File: src/rtl/pipe_hazard_ctrl_if.sv
// Hazard-control bundle between the pipeline (master) and pipe_hazard_ctrl (slave).
// sel_src1/sel_src2 exist only when FORWARD_EN is defined.
interface pipe_hazard_ctrl_if;
    logic [3:0]  id_src1;
    logic [3:0]  id_src2;
    logic        id_two_src;
    logic [3:0]  exe_dest;
    logic        exe_wb_en;
    logic        exe_mem_r_en;
    logic [3:0]  mem_dest;
    logic        mem_wb_en;
    logic        branch_taken;
    logic        mem_req;
    logic        mem_ready;
    logic        hazard_freeze;
    logic        if_id_flush;
    logic        id_exe_flush;
    logic        global_freeze;
    logic        mem_timeout;
    logic [15:0] stall_cycles;
`ifdef FORWARD_EN
    logic [1:0]  sel_src1;
    logic [1:0]  sel_src2;
`endif

    modport master (
        output id_src1, id_src2, id_two_src, exe_dest, exe_wb_en, exe_mem_r_en,
               mem_dest, mem_wb_en, branch_taken, mem_req, mem_ready,
        input  hazard_freeze, if_id_flush, id_exe_flush, global_freeze,
               mem_timeout, stall_cycles
`ifdef FORWARD_EN
        , input sel_src1, sel_src2
`endif
    );

    modport slave (
        input  id_src1, id_src2, id_two_src, exe_dest, exe_wb_en, exe_mem_r_en,
               mem_dest, mem_wb_en, branch_taken, mem_req, mem_ready,
        output hazard_freeze, if_id_flush, id_exe_flush, global_freeze,
               mem_timeout, stall_cycles
`ifdef FORWARD_EN
        , output sel_src1, sel_src2
`endif
    );
endinterface

File: src/rtl/pipe_hazard_ctrl.sv
// Pipeline hazard controller: RAW stall/flush, branch flush, memory-wait freeze with timeout.
// Define FORWARD_EN to stall on load-use only and expose forwarding selects.
module pipe_hazard_ctrl #(
    parameter int unsigned MAX_WAIT = 16
) (
    input logic            clk,
    input logic            rst,
    pipe_hazard_ctrl_if.slave hz
);
    typedef enum logic {RUN = 1'b0, MEM_WAIT = 1'b1} state_t;

    // Timeout fires on the edge that carries wait_cnt from MAX_WAIT-1 to MAX_WAIT.
    localparam logic [7:0] WAIT_LAST = 8'(MAX_WAIT - 1);

    state_t      state;
    logic [7:0]  wait_cnt;
    logic        mem_timeout_q;
    logic [15:0] stall_q;

    logic raw_exe, raw_mem, data_hz, gfrz, hfrz;

    assign raw_exe = hz.exe_wb_en & ((hz.id_src1 == hz.exe_dest) |
                                     (hz.id_two_src & (hz.id_src2 == hz.exe_dest)));
    assign raw_mem = hz.mem_wb_en & ((hz.id_src1 == hz.mem_dest) |
                                     (hz.id_two_src & (hz.id_src2 == hz.mem_dest)));

`ifdef FORWARD_EN
    function automatic logic [1:0] fwd_sel(input logic [3:0] src, input logic use_src,
                                           input logic [3:0] e_dst, input logic e_wb,
                                           input logic [3:0] m_dst, input logic m_wb);
        if (use_src && e_wb && src == e_dst)      return 2'b01;
        else if (use_src && m_wb && src == m_dst) return 2'b10;
        else                                      return 2'b00;
    endfunction

    // Only a load in EXE cannot be forwarded in time.
    assign data_hz     = raw_exe & hz.exe_mem_r_en;
    assign hz.sel_src1 = fwd_sel(hz.id_src1, 1'b1, hz.exe_dest, hz.exe_wb_en,
                                 hz.mem_dest, hz.mem_wb_en);
    assign hz.sel_src2 = fwd_sel(hz.id_src2, hz.id_two_src, hz.exe_dest, hz.exe_wb_en,
                                 hz.mem_dest, hz.mem_wb_en);
`else
    logic unused_mem_r_en;
    assign unused_mem_r_en = hz.exe_mem_r_en;
    assign data_hz         = raw_exe | raw_mem;
`endif

    // Priority: memory freeze, then branch, then data hazard. A branch held in the
    // frozen EXE register flushes on the first unfrozen cycle.
    assign gfrz             = hz.mem_req & ~hz.mem_ready;
    assign hfrz             = ~gfrz & ~hz.branch_taken & data_hz;
    assign hz.global_freeze = gfrz;
    assign hz.hazard_freeze = hfrz;
    assign hz.if_id_flush   = ~gfrz & hz.branch_taken;
    assign hz.id_exe_flush  = ~gfrz & (hz.branch_taken | data_hz);
    assign hz.mem_timeout   = mem_timeout_q;
    assign hz.stall_cycles  = stall_q;

    always_ff @(posedge clk or negedge rst) begin
        if (!rst) begin
            state         <= RUN;
            wait_cnt      <= 8'd0;
            mem_timeout_q <= 1'b0;
            stall_q       <= 16'd0;
        end else begin
            if ((hfrz | gfrz) && stall_q != 16'hFFFF)
                stall_q <= stall_q + 16'd1;
            case (state)
                RUN: if (gfrz) state <= MEM_WAIT;
                MEM_WAIT: begin
                    if (gfrz) begin
                        if (wait_cnt != 8'hFF) wait_cnt <= wait_cnt + 8'd1;
                        if (wait_cnt == WAIT_LAST) mem_timeout_q <= 1'b1;
                    end else begin
                        state    <= RUN;
                        wait_cnt <= 8'd0;
                    end
                end
                default: state <= RUN;
            endcase
        end
    end
endmodule

File: src/flat_wrapper.sv
// flat-port wrapper written by rule: the top's interface ports become plain ports
module pipe_hazard_ctrl_flat 
#(
    parameter int unsigned MAX_WAIT = 16
)
  (clk, rst, hz_id_src1, hz_id_src2, hz_id_two_src, hz_exe_dest, hz_exe_wb_en, hz_exe_mem_r_en, hz_mem_dest, hz_mem_wb_en, hz_branch_taken, hz_mem_req, hz_mem_ready, hz_hazard_freeze, hz_if_id_flush, hz_id_exe_flush, hz_global_freeze, hz_mem_timeout, hz_stall_cycles);
  pipe_hazard_ctrl_if hz_i ();
  input logic clk;
  input logic rst;
  input wire logic [$bits(hz_i.id_src1)-1:0] hz_id_src1;
  input wire logic [$bits(hz_i.id_src2)-1:0] hz_id_src2;
  input wire logic [$bits(hz_i.id_two_src)-1:0] hz_id_two_src;
  input wire logic [$bits(hz_i.exe_dest)-1:0] hz_exe_dest;
  input wire logic [$bits(hz_i.exe_wb_en)-1:0] hz_exe_wb_en;
  input wire logic [$bits(hz_i.exe_mem_r_en)-1:0] hz_exe_mem_r_en;
  input wire logic [$bits(hz_i.mem_dest)-1:0] hz_mem_dest;
  input wire logic [$bits(hz_i.mem_wb_en)-1:0] hz_mem_wb_en;
  input wire logic [$bits(hz_i.branch_taken)-1:0] hz_branch_taken;
  input wire logic [$bits(hz_i.mem_req)-1:0] hz_mem_req;
  input wire logic [$bits(hz_i.mem_ready)-1:0] hz_mem_ready;
  output wire logic [$bits(hz_i.hazard_freeze)-1:0] hz_hazard_freeze;
  output wire logic [$bits(hz_i.if_id_flush)-1:0] hz_if_id_flush;
  output wire logic [$bits(hz_i.id_exe_flush)-1:0] hz_id_exe_flush;
  output wire logic [$bits(hz_i.global_freeze)-1:0] hz_global_freeze;
  output wire logic [$bits(hz_i.mem_timeout)-1:0] hz_mem_timeout;
  output wire logic [$bits(hz_i.stall_cycles)-1:0] hz_stall_cycles;
  assign hz_i.id_src1 = hz_id_src1;
  assign hz_i.id_src2 = hz_id_src2;
  assign hz_i.id_two_src = hz_id_two_src;
  assign hz_i.exe_dest = hz_exe_dest;
  assign hz_i.exe_wb_en = hz_exe_wb_en;
  assign hz_i.exe_mem_r_en = hz_exe_mem_r_en;
  assign hz_i.mem_dest = hz_mem_dest;
  assign hz_i.mem_wb_en = hz_mem_wb_en;
  assign hz_i.branch_taken = hz_branch_taken;
  assign hz_i.mem_req = hz_mem_req;
  assign hz_i.mem_ready = hz_mem_ready;
  assign hz_hazard_freeze = hz_i.hazard_freeze;
  assign hz_if_id_flush = hz_i.if_id_flush;
  assign hz_id_exe_flush = hz_i.id_exe_flush;
  assign hz_global_freeze = hz_i.global_freeze;
  assign hz_mem_timeout = hz_i.mem_timeout;
  assign hz_stall_cycles = hz_i.stall_cycles;
  pipe_hazard_ctrl #(.MAX_WAIT(MAX_WAIT)) u_core (.clk(clk), .rst(rst), .hz(hz_i));
endmodule
File: config.mk
export PLATFORM = sky130hd
export DESIGN_NAME = pipe_hazard_ctrl_flat
export DESIGN_NICKNAME = d
export VERILOG_FILES = /design/src/rtl/pipe_hazard_ctrl_if.sv /design/src/rtl/pipe_hazard_ctrl.sv /design/src/flat_wrapper.sv
export SDC_FILE = /design/constraint.sdc
export NUM_CORES = 1
export LEC_CHECK = 0
export ABC_AREA = 1
export BUFFER_PORTS_ARGS = -buffer_cell sky130_fd_sc_hd__buf_2
export CORE_AREA = 5 5 69 71
export CTS_CLUSTER_SIZE = 28
export DETAILED_ROUTE_END_ITERATION = 10
export DIE_AREA = 0 0 74 76
export PLACE_DENSITY = 0.69
export RECOVER_POWER = 25
export SETUP_SLACK_MARGIN = 0.1
export SLEW_MARGIN = 20
export SYNTH_ARGS = -nofsm -noshare
export SYNTH_HDL_FRONTEND = slang
export SYNTH_SLANG_ARGS = --single-unit
File: constraint.sdc
create_clock -name clk -period 2 [get_ports clk]
set_clock_uncertainty 0.2 [all_clocks]
set_input_delay 0.4 -clock clk [delete_from_list [all_inputs] [get_ports clk]]
set_output_delay 0.4 -clock clk [all_outputs]
set_load 0.01 [all_outputs]
==> flow_metrics.env, run 1 <==
export IMPL_outcome="finished clean"
export IMPL_pwr_share_comb_pct=26.4
export IMPL_port_buffer_count=44
export IMPL_grt_pass1_wl_um=7203
export IMPL_synth_area_top_cells="dfrtp_1 (37%), nand2_1 (19%), nand3_1 (7.9%), inv_1 (7.2%), nor2_1 (6.3%)"
export IMPL_worst_slew_pin_slew_ns=0.6411
export IMPL_cp_start_kind="input port"
export IMPL_rsz0062_at_grt="yes"
export IMPL_synth_seq_cells=26
export IMPL_seqPwrFrac_pct=43.9
export IMPL_coreArea_um2=4174
export IMPL_synth_fa_ha_area_share_pct=1.405
export IMPL_root_buffer="clkbuf_8"
export IMPL_hold_path_class="reg2reg"
export IMPL_cp_max_fo=3
export IMPL_synth_mux_area_share_pct=0
export IMPL_seq_area_frac_synth_pct=36.54
export IMPL_die_h_um=76
export IMPL_drt_first_pass_iters=4
export IMPL_grt_util_all_layers_pct=15.58
export IMPL_mostFrequentLayoutCells="nand2_1 (79), buf_2 (32), inv_1 (28), nand3_1 (27), nor2_1 (26)"
export IMPL_fin_cells=368
export IMPL_clock_latency_ns=0.27
export IMPL_die_x_um=74
export IMPL_cp_buffers_inverters=2
export IMPL_timing_fmax_mhz=535.2
export IMPL_synth_nets=289
export IMPL_placedCellCount=359
export IMPL_timing_slew_headroom_pct=57.26
export IMPL_ant_nets=0
export IMPL_syn_to_final_growth_pct=30.01
export IMPL_final_common_cell="nand2_1"
export IMPL_cts_sinks=26
export IMPL_clockBufferDepth=2
export IMPL_end_kind="output pin"
export IMPL_worst_path_dominant_cell_family="simple AND/OR/NAND/NOR gates"
export IMPL_insertedDiodeCount=0
export IMPL_p_int_w=0.001025
export IMPL_ctsHtreeMaxLevel=1
export IMPL_switchingPower_w=0.0004284
export IMPL_place_congestion=0.8491
export IMPL_r2r_setup_slack_ns=0.24
export IMPL_timing_setup_tns_ns=0
export IMPL_cpMaxStageDelayCell="buf_2"
export IMPL_synthXorXnorAreaFrac_pct=7.379
export IMPL_finalMaxSlewViolations=0
export IMPL_wl_per_cell_um=11.09
export IMPL_grt_pass1_vias=1777
export IMPL_crit_chain="buf_2 > nor2_1 > nor2_1 > nor2_1 > nand2_1 > nand2_1 > nand2_2 > a31oi_1 > buf_2"
export IMPL_yosys_area_top_type="dfrtp_1"
export IMPL_synth_top_family_by_area="simple AND/OR/NAND/NOR gates"
export IMPL_layout_nets=344
export IMPL_drc=0
export IMPL_fill_cells=400
export IMPL_vdd_ir_drop_max_mv=0.3589
export IMPL_overflow=0
export IMPL_clk_pin_slew_ns=0.09
export IMPL_synth_top_area_share_pct=36.54
export IMPL_cts_tree="built"
export IMPL_die_area_um2=5624
export IMPL_p_clk_share_pct=29.8
export IMPL_pwr_density_cell_nw_per_um2=627.9
export IMPL_fin_crit_sh_pct=93.41
export IMPL_synth_cell_types=27
export IMPL_post_place_ws_ns=0.07513
export IMPL_cpPeakStageDelay_ns=0.15
export IMPL_arrival_ns=1.27
export IMPL_fin_crit_ns=1.868
export IMPL_finalHoldViolations=0
export IMPL_cp_common_cell="nor2_1"
export IMPL_post_route_util_pct=55.46
export IMPL_drive_gt1_share_pct=30.38
export IMPL_initial_utilization_pct=42.66
export IMPL_yosys_area_share_simple_pct=41.74
export IMPL_drv_cap=0
export IMPL_p_leak_nw=1.223
export IMPL_cp_required_ns=1.40
export IMPL_synth_cells=262
export IMPL_swShare_pct=29.48
export IMPL_regArea_um2=654.4
export IMPL_rows=24
export IMPL_multi_input_area_um2=1027
export IMPL_drtIter0Drc=80
export IMPL_grt_max_degree=27
export IMPL_vias=1772
export IMPL_dp_hpwl_um=3114
export IMPL_avgViaCountPerCell=4.815
export IMPL_syn_area_um2=1780
export IMPL_setup_viol_count_final=0
export IMPL_finalWorstSetupSlack_ns=0.1317
export IMPL_routed_wl_um=4082
export IMPL_synth_compound_area_share_pct=3.795
export IMPL_numCtsBuffers=3
export IMPL_io_pins=46
export IMPL_path_class="in2out"
export IMPL_syn_area_per_cell_um2=6.796
export IMPL_synth_warnings=0
export IMPL_antenna_found_initial=0
==> kinds of logic (layout without fill, tap and decap cells) <==
family	count (synthesis)	after routing
compound gates	11	11
fa+ha+maj	2	2
flops	26	26
xor+xnor	15	15
simple gates	169	169
buf+inv	39	93
==> synthesized netlist by cell type (all sizes together) <==
master / n
a211oi: 2
a21oi: 1
a31oi: 2
a41o: 1
buf: 4
dfrtp: 26
ha: 2
inv: 35
nand2: 91
nand3: 30
nand4: 2
nor2: 35
nor3: 7
nor3b: 1
nor4: 3
o21ai: 5
xnor2: 3
xor2: 12
==> final cells by class <==
type                            count  area share (%)
Tap cell                           52           2.811
Clock buffer                        3           1.784
Multi-Input combinational cell    197           44.38
Timing Repair Buffer               54           15.68
Inverter                           35           5.784
Clock inverter                      1           1.297
Sequential cell                    26           28.27
==> worst paths after layout <==
check,from,end,cells past startpoint
min,u_core.hz.mem_timeout,u_core.hz.mem_timeout,1
max,hz_id_src1[1],hz_id_exe_flush,9
min in group asynchronous,rst,u_core.hz.mem_timeout,2
min reg2reg,u_core.hz.mem_timeout,u_core.hz.mem_timeout,1
max reg2reg,u_core.wait_cnt[0],u_core.wait_cnt[7],9
max in group asynchronous,rst,u_core.hz.stall_cycles[4],2
==> worst reg2reg max path: cells and delay by family, from the launching register on <==
kind / cells / cell delay (ns)
AND/OR/NAND/NOR: 7 / 0.67
flip-flops: 1 / 0.41
adder cells (fa/ha/maj): 1 / 0.22
XOR/XNOR: 1 / 0.15
==> metal layers <==
metal,up-vias,global-route usage [%],part of all wire (%)
met1,798,19.19,42
met5,-,0,0
met2,39,26.24,52
met4,0,6.703,1.4
met3,4,2.507,5.5
li1,931,-,-
==> power by group through the flow <==
stage	Combinational (W)	Sequential (W)	Clock, W
2_1_floorplan	0.000165	0.000666	0
3_3_place_gp	0.000306	0.000653	0
3_5_place_dp	0.000314	0.000652	0
4_1_cts	0.000317	0.000642	0.000446
5_1_grt	0.000436	0.000647	0.000456
6_report	0.000383	0.000637	0.000433
==> flip-flops by register name, summed over array words and instances (netlist names) <==
register                cells
u_core.wait_cnt             8
u_core.state                1
u_core.hz.mem_timeout       1
u_core.hz.stall_cycles     16
==> repair_timing <==
item	4_1_cts	5_1_grt
hold endpoints to repair	26	0
gates resized for setup	0	48
setup endpoints to repair	0	24
hold buffers	1	0
setup buffers	0	4
==> metrics by stage <==
stage                     hold WS (ns)  cell area, µm²   power, W
after global placement          0.2392            2072  0.0009594
after global routing            0.3171            2315   0.001540
final                           0.2663            2315   0.001453
after CTS                       0.2554            2153   0.001405
after floorplan               -0.09559            1780  0.0008314
after detailed placement        0.2361            2072  0.0009662
Power figures use the tool's default switching activity.
==> run 2, diff against run 1 <==
Settings changed: ABC_AREA 1 to default, CORE_AREA 5 5 69 71 to 5 5 63 65, DIE_AREA 0 0 74 76 to 0 0 68 70, PLACE_DENSITY 0.69 to 0.71.
==> run 2 against run 1 <==
  * The run now ends with setup timing left
  * Synthesized cell count fell by 45%
  * Final cell count fell by 30%
  * Area after synthesis fell by 17%
  * Die area fell by 15%
  * Total power fell by 1.6%
  * Non-clock buffer count rose by 12
  * Critical path type unchanged
==> flow_metrics.env, run 2 <==
export IMPL_crit_chain="buf_6 > buf_4 > xnor2_1 > nand3_1 > o21ai_2 > a311oi_4 > a21oi_1 > buf_2"
export IMPL_finalWorstSetupSlack_ns=-0.08045
export IMPL_seq_area_frac_synth_pct=44.26
export IMPL_end_kind="output pin"
export IMPL_final_common_cell="buf_2"
export IMPL_die_x_um=68
export IMPL_synth_area_top_cells="dfrtp_1 (44%), xnor2_1 (13%), xor2_1 (6.6%), nand4_1 (3.8%), nand3_1 (3.4%)"
export IMPL_synth_async_reset_ratio_pct=100.0
export IMPL_coreArea_um2=3284
export IMPL_routed_wl_um=3741
export IMPL_cts_sinks=26
export IMPL_worst_path_dominant_cell_family="compound AO/OA/AOI/OAI gates"
export IMPL_finalMaxSlewViolations=0
export IMPL_violations="setup timing"
export IMPL_grt_util_all_layers_pct=15.29
export IMPL_grt_max_degree=27
export IMPL_arrival_ns=1.48
export IMPL_drt_first_pass_iters=4
export IMPL_antenna_found_initial=0
export IMPL_ys_flop_type="dfrtp_1"
export IMPL_cp_start_kind="input port"
export IMPL_die_h_um=70
export IMPL_syn_area_per_cell_um2=10.28
export IMPL_cpPeakStageDelay_ns=0.31
export IMPL_fin_crit_sh_pct=104.0
export IMPL_avgViaCountPerCell=5.027
export IMPL_synth_cells=143
export IMPL_clockBufferDepth=2
export IMPL_initial_utilization_pct=44.76
export IMPL_rsz0062_at_grt="yes"
export IMPL_synth_warnings=0
export IMPL_drc=0
export IMPL_synth_nets=170
export IMPL_post_route_util_pct=65.07
export IMPL_rows=21
export IMPL_cpMaxStageDelayCell="a311oi_4"
export IMPL_whs_ns=0.2547
export IMPL_mostFrequentLayoutCells="buf_2 (36), dfrtp_1 (24), xnor2_1 (19), buf_4 (19), nand4_1 (9)"
export IMPL_synth_seq_cells=26
export IMPL_largest_reg_flops=16
export IMPL_clk_pin_slew_ns=0.15
export IMPL_cts_tree="built"
export IMPL_finalHoldViolations=0
export IMPL_setup_viol_count_final=4
export IMPL_timing_slew_headroom_pct=56.41
export IMPL_drive_gt1_share_pct=48.34
export IMPL_ant_nets=0
export IMPL_timing_fmax_mhz=480.7
export IMPL_outcome="complete, but fails checks"
export IMPL_clock_latency_ns=0.33
export IMPL_synth_top_area_share_pct=44.26
export IMPL_place_congestion=0.7697
export IMPL_wl_per_cell_um=14.56
export IMPL_path_class="in2out"
export IMPL_io_pins=46
export IMPL_regArea_um2=653.1
export IMPL_synth_cell_types=31
export IMPL_layout_nets=239
export IMPL_synthTopCellsByCount="dfrtp_1 (26), xnor2_1 (22), xor2_1 (11)"
export IMPL_root_buffer="clkbuf_4"
export IMPL_cp_max_fo=3
export IMPL_syn_to_final_growth_pct=45.36
export IMPL_ff2ff_path_depth=9
export IMPL_drv_cap=0
export IMPL_whs_path_depth=3
export IMPL_cp_required_ns=1.40
export IMPL_grt_pass1_wl_um=5754
export IMPL_synth_edff_count=0
export IMPL_dp_hpwl_um=2739
export IMPL_insertedDiodeCount=0
export IMPL_ctsHtreeMaxLevel=1
export IMPL_overflow=0
export IMPL_min_from="hz_mem_req"
export IMPL_cp_buffers_inverters=3
export IMPL_pwr_density_cell_nw_per_um2=669.1
export IMPL_port_buffer_count=44
export IMPL_r2r_setup_slack_ns=-0.01
export IMPL_numCtsBuffers=3
export IMPL_fin_crit_ns=2.080
export IMPL_post_place_ws_ns=-0.2165
export IMPL_vias=1292
export IMPL_postPlaceCellArea_um2=1889
export IMPL_yosysMostFrequentCell="dfrtp_1"
export IMPL_vdd_ir_drop_max_mv=0.6296
export IMPL_worstHoldEndpoint="u_core.state"
export IMPL_fill_cells=254
export IMPL_worst_slew_pin_slew_ns=0.6488
export IMPL_yosys_area_top_type="dfrtp_1"
export IMPL_multi_input_area_um2=934.6
export IMPL_r2r_end="u_core.hz.stall_cycles[7]"
export IMPL_hold_path_class="in2reg"
export IMPL_die_area_um2=4760
export IMPL_fin_area_um2=2137
export IMPL_p_leak_nw=1.012
export IMPL_grt_pass1_vias=1347
export IMPL_drtIter0Drc=60
export IMPL_syn_area_um2=1470
export IMPL_r2r_start="u_core.hz.stall_cycles[1]"
## run 2: what timing repair did
item | in CTS | in global routing
gates resized for setup | 12 | 22
cloned | 0 | 0
hold endpoints to repair | 26 | 0
pin swaps | 24 | 18
buffers inserted | 4 | 1
hold buffers | 1 | 0
endpoints found under the setup margin | 17 | 17
## run 2: tightest hold or removal path: stages
cell,delay [ns]
buf_2,0.08
nand2b_1,0.07
clkinvlp_2,0.18
## run 2: final cells by class
cell class / instances / area share (%)
multi-input combinational: 112 / 43.74
sequential: 26 / 30.56
timing repair buffer: 66 / 20.73
tap: 46 / 2.693
clock buffer: 4 / 1.698
inverter: 3 / 0.5855
## run 2: report_power, final
part	switching, W	internal (W)
logic	0.000251	0.000274
clock network	0.000155	0.000111
registers	0.0000539	0.000584
total	0.000461	0.000969
## run 2: worst max-delay path by stage
stage                              start                         to  slack, ns  cells past startpoint
4_1_cts                   hz_exe_dest[1]            hz_id_exe_flush      -0.06                      8
3_5_place_dp              hz_exe_dest[3]  u_core.hz.stall_cycles[7]      -0.22                     10
6_report                  hz_exe_dest[1]            hz_id_exe_flush      -0.08                      8
3_3_place_gp              hz_exe_dest[3]  u_core.hz.stall_cycles[7]      -0.14                     10
2_1_floorplan  u_core.hz.stall_cycles[0]  u_core.hz.stall_cycles[8]      -0.02                      9
5_1_grt                    hz_id_src1[3]            hz_id_exe_flush      -0.13                      8
## run 2: layer usage
metal / share of wire (%) / wire length (µm) / vias to the layer above / track usage (%)
met2: 54 / 2013 / 26 / 27.73
met3: 4.7 / 175 / 2 / 4.487
met5: 0 / 0 / - / 0
met1: 41 / 1524 / 628 / 17.88
met4: 0.72 / 27 / 0 / 1.545
li1: - / - / 636 / -
## run 2: cells by family (layout without fill, tap and decap cells)
family	after synthesis	count (layout)	synth area share, %
and+or+nand+nor	55	55	20.25
xor gates and xnor gates	33	33	19.66
DFF	26	26	44.26
AOI/OAI and AO/OA	19	19	10.04
buffers and inverters	5	73	1.872
muxes	3	3	2.213
adders and majority gates	2	2	1.702
## run 2: stage by stage
| stage | cells | setup TNS (ns) | total power, W |
|---|---|---|---|
| 6_report | 257 | -0.1321 | 0.001430 |
| 4_1_cts | 257 | -0.1819 | 0.001386 |
| 5_1_grt | 257 | -0.6177 | 0.001517 |
| 3_5_place_dp | 248 | -2.757 | 0.001088 |
| 3_3_place_gp | 248 | -1.531 | 0.001062 |
| 2_1_floorplan | 143 | -0.04162 | 0.0008540 |
==> run 3, diff against run 2 <==
Settings changed: BUFFER_PORTS_ARGS -buffer_cell sky130_fd_sc_hd__buf_2 to -buffer_cell sky130_fd_sc_hd__buf_4, RECOVER_POWER 25 to 100, SETUP_SLACK_MARGIN 0.1 to 0.15.
==> run 3 against run 2 <==
  * The flow still finishes with violations (setup timing)
  * Die area is the same
  * Non-clock buffer count grew 4
  * Register-to-register slack lost 0.04 ns
  * Flip-flop and latch count is the same
  * First-iteration DRC count grew 85%
  * Critical path depth is the same
  * Worst setup slack gained 0.010 ns
  * Count of clock-buffer cells in the layout shrank 1
  * Sequential power shrank 0.6%
  * Clock power grew 40%
  * Sequential share of layout area shrank 2.2 points
  * Critical path type unchanged
  * Critical endpoint is now hz_hazard_freeze
  * Highest routed layer unchanged
==> flow_metrics.env, run 3 (same netlist as run 2, synthesis figures left out) <==
export IMPL_initial_utilization_pct=44.76
export IMPL_rsz0062_at_grt="yes"
export IMPL_fin_crit_sh_pct=103.5
export IMPL_cts_sinks=26
export IMPL_die_x_um=68
export IMPL_wl_met3_um=181
export IMPL_drive_gt1_share_pct=47.91
export IMPL_timing_slew_headroom_pct=56.68
export IMPL_end_kind="output pin"
export IMPL_place_congestion=0.7941
export IMPL_cp_start_kind="input port"
export IMPL_cts_tree="built"
export IMPL_die_h_um=70
export IMPL_numCtsBuffers=3
export IMPL_io_pins=46
export IMPL_ctsHtreeMaxLevel=1
export IMPL_vdd_ir_drop_max_mv=0.7287
export IMPL_drt_first_pass_iters=4
export IMPL_ant_nets=0
export IMPL_finalWorstSetupSlack_ns=-0.07035
export IMPL_outcome="complete, but fails checks"
export IMPL_cp_max_fo=3
export IMPL_violations="setup timing"
export IMPL_coreArea_um2=3284
export IMPL_wl_per_cell_um=15.21
export IMPL_finalHoldViolations=0
export IMPL_grt_pass1_wl_um=6265
export IMPL_layout_nets=243
export IMPL_die_area_um2=4760
export IMPL_grt_pass1_vias=1412
export IMPL_fin_cells=261
export IMPL_mostFrequentLayoutCells="buf_4 (55), dfrtp_1 (24), xnor2_1 (17), nand4_1 (9)"
export IMPL_clockBufferDepth=2
export IMPL_arrival_ns=1.47
export IMPL_worst_slew_pin_slew_ns=0.6498
export IMPL_port_buffer_count=44
export IMPL_fin_crit_ns=2.070
export IMPL_timing_fmax_mhz=483.0
export IMPL_cp_required_ns=1.40
export IMPL_finalMaxSlewViolations=0
export IMPL_clk_pin_slew_ns=0.15
export IMPL_routed_wl_um=3970
export IMPL_setup_viol_count_final=9
export IMPL_drv_cap=0
export IMPL_final_common_cell="buf_4"
export IMPL_antenna_found_initial=0
export IMPL_avgViaCountPerCell=5.238
export IMPL_met1_length_um=1635
export IMPL_grt_util_all_layers_pct=16.71
export IMPL_fill_cells=242
export IMPL_power_total_w=0.001581
export IMPL_dp_hpwl_um=2803
export IMPL_vias=1367
export IMPL_clock_latency_ns=0.34
export IMPL_cpMaxStageDelayCell="nor3_2"
export IMPL_root_buffer="clkbuf_4"
export IMPL_syn_to_final_growth_pct=56.51
export IMPL_highest_layer="met4"
export IMPL_p_leak_nw=1.080
export IMPL_rows=21
export IMPL_drtIter0Drc=111
export IMPL_largest_reg_flops=16
export IMPL_path_class="in2out"
export IMPL_placedCellCount=252
export IMPL_crit_chain="buf_6 > xor2_2 > nor3_2 > nand3_1 > o21ai_2 > a311oi_4 > nor3_1 > buf_4"
export IMPL_wl_met2_um=2111
export IMPL_grt_max_degree=27
export IMPL_pwr_density_cell_nw_per_um2=687.1
export IMPL_overflow=0
export IMPL_cpPeakStageDelay_ns=0.20
export IMPL_drc=0
export IMPL_hold_path_class="in2reg"
export IMPL_insertedDiodeCount=0
==> run 3: cell types whose count changed in the layout (fill, tap and decap cells not counted), sizes merged <==
cell,delta
buf,-1
bufinv,+1
clkbuf,+4
clkinvlp,-1
inv,+1
==> run 3: repair_timing <==
| item | CTS | global route |
|---|---|---|
| setup endpoints to repair | 16 | 18 |
| resized for setup | 17 | 17 |
| gates cloned | 1 | 0 |
| setup buffers | 3 | 0 |
| pin swaps | 18 | 2 |
| endpoints found under the hold margin | 26 | 0 |
| hold buffers | 1 | 0 |
==> run 3: metrics by stage <==
stage	setup WS [ns]	instance area (µm²)	setup TNS, ns	hold slack [ns]	utilization, %
after global placement	-0.1744	2049	-1.797	0.1207	62.40
after detailed placement	-0.2491	2049	-3.052	0.1265	62.40
after global routing	-0.1280	2301	-1.162	0.2881	70.06
after floorplan	-0.02390	1510	-0.03962	-0.09559	-
after CTS	-0.09649	2211	-0.3118	0.2351	67.31
final	-0.07035	2301	-0.3448	0.2349	70.06
==> run 3: where the power goes <==
part	leakage, nW	internal, W	switching, W
registers	0.345	0.000584	0.0000497
clock network	0.0279	0.000203	0.000172
logic	0.707	0.000312	0.000259
total	1.08	0.00110	0.000481
==> run 3: final timing paths <==
| check | from | end | slack (ns) | cells after the start |
|---|---|---|---|---|
| worst max-delay path | hz_exe_dest[1] | hz_hazard_freeze | -0.07 | 8 |
| worst min-delay path | hz_branch_taken | u_core.hz.stall_cycles[12] | 0.23 | 4 |
| worst max register to register | u_core.hz.stall_cycles[0] | u_core.hz.stall_cycles[1] | -0.05 | 8 |
| worst min register to register | u_core.hz.mem_timeout | u_core.hz.mem_timeout | 0.28 | 1 |
| max in group asynchronous | rst | u_core.hz.stall_cycles[1] | 0.75 | 2 |
| min in group asynchronous | rst | u_core.wait_cnt[6] | 0.40 | 2 |
==> run 3: final cells by class <==
class	count	area, µm²	share of cell area, %
clock inverter	1	30.03	1.305
timing repair buffer	70	549.3	23.87
inverter	3	13.76	0.5982
multi-input combinational	112	974.7	42.36
tap	46	57.56	2.501
clock buffer	3	22.52	0.9788
sequential	26	653.1	28.38
==> run 3: routing by layer <==
layer	up-vias	global-route usage (%)
li1	651	-
met1	671	20.89
met2	38	28.80
met3	7	4.327
met4	0	2.649
met5	-	0
==> run 3: critical path, delay by kind of cell <==
kind	cells	cell delay, ns
XOR/XNOR	1	0.17
AO/OA/AOI/OAI	2	0.17
buffers and inverters	2	0.25
AND/OR/NAND/NOR	3	0.48
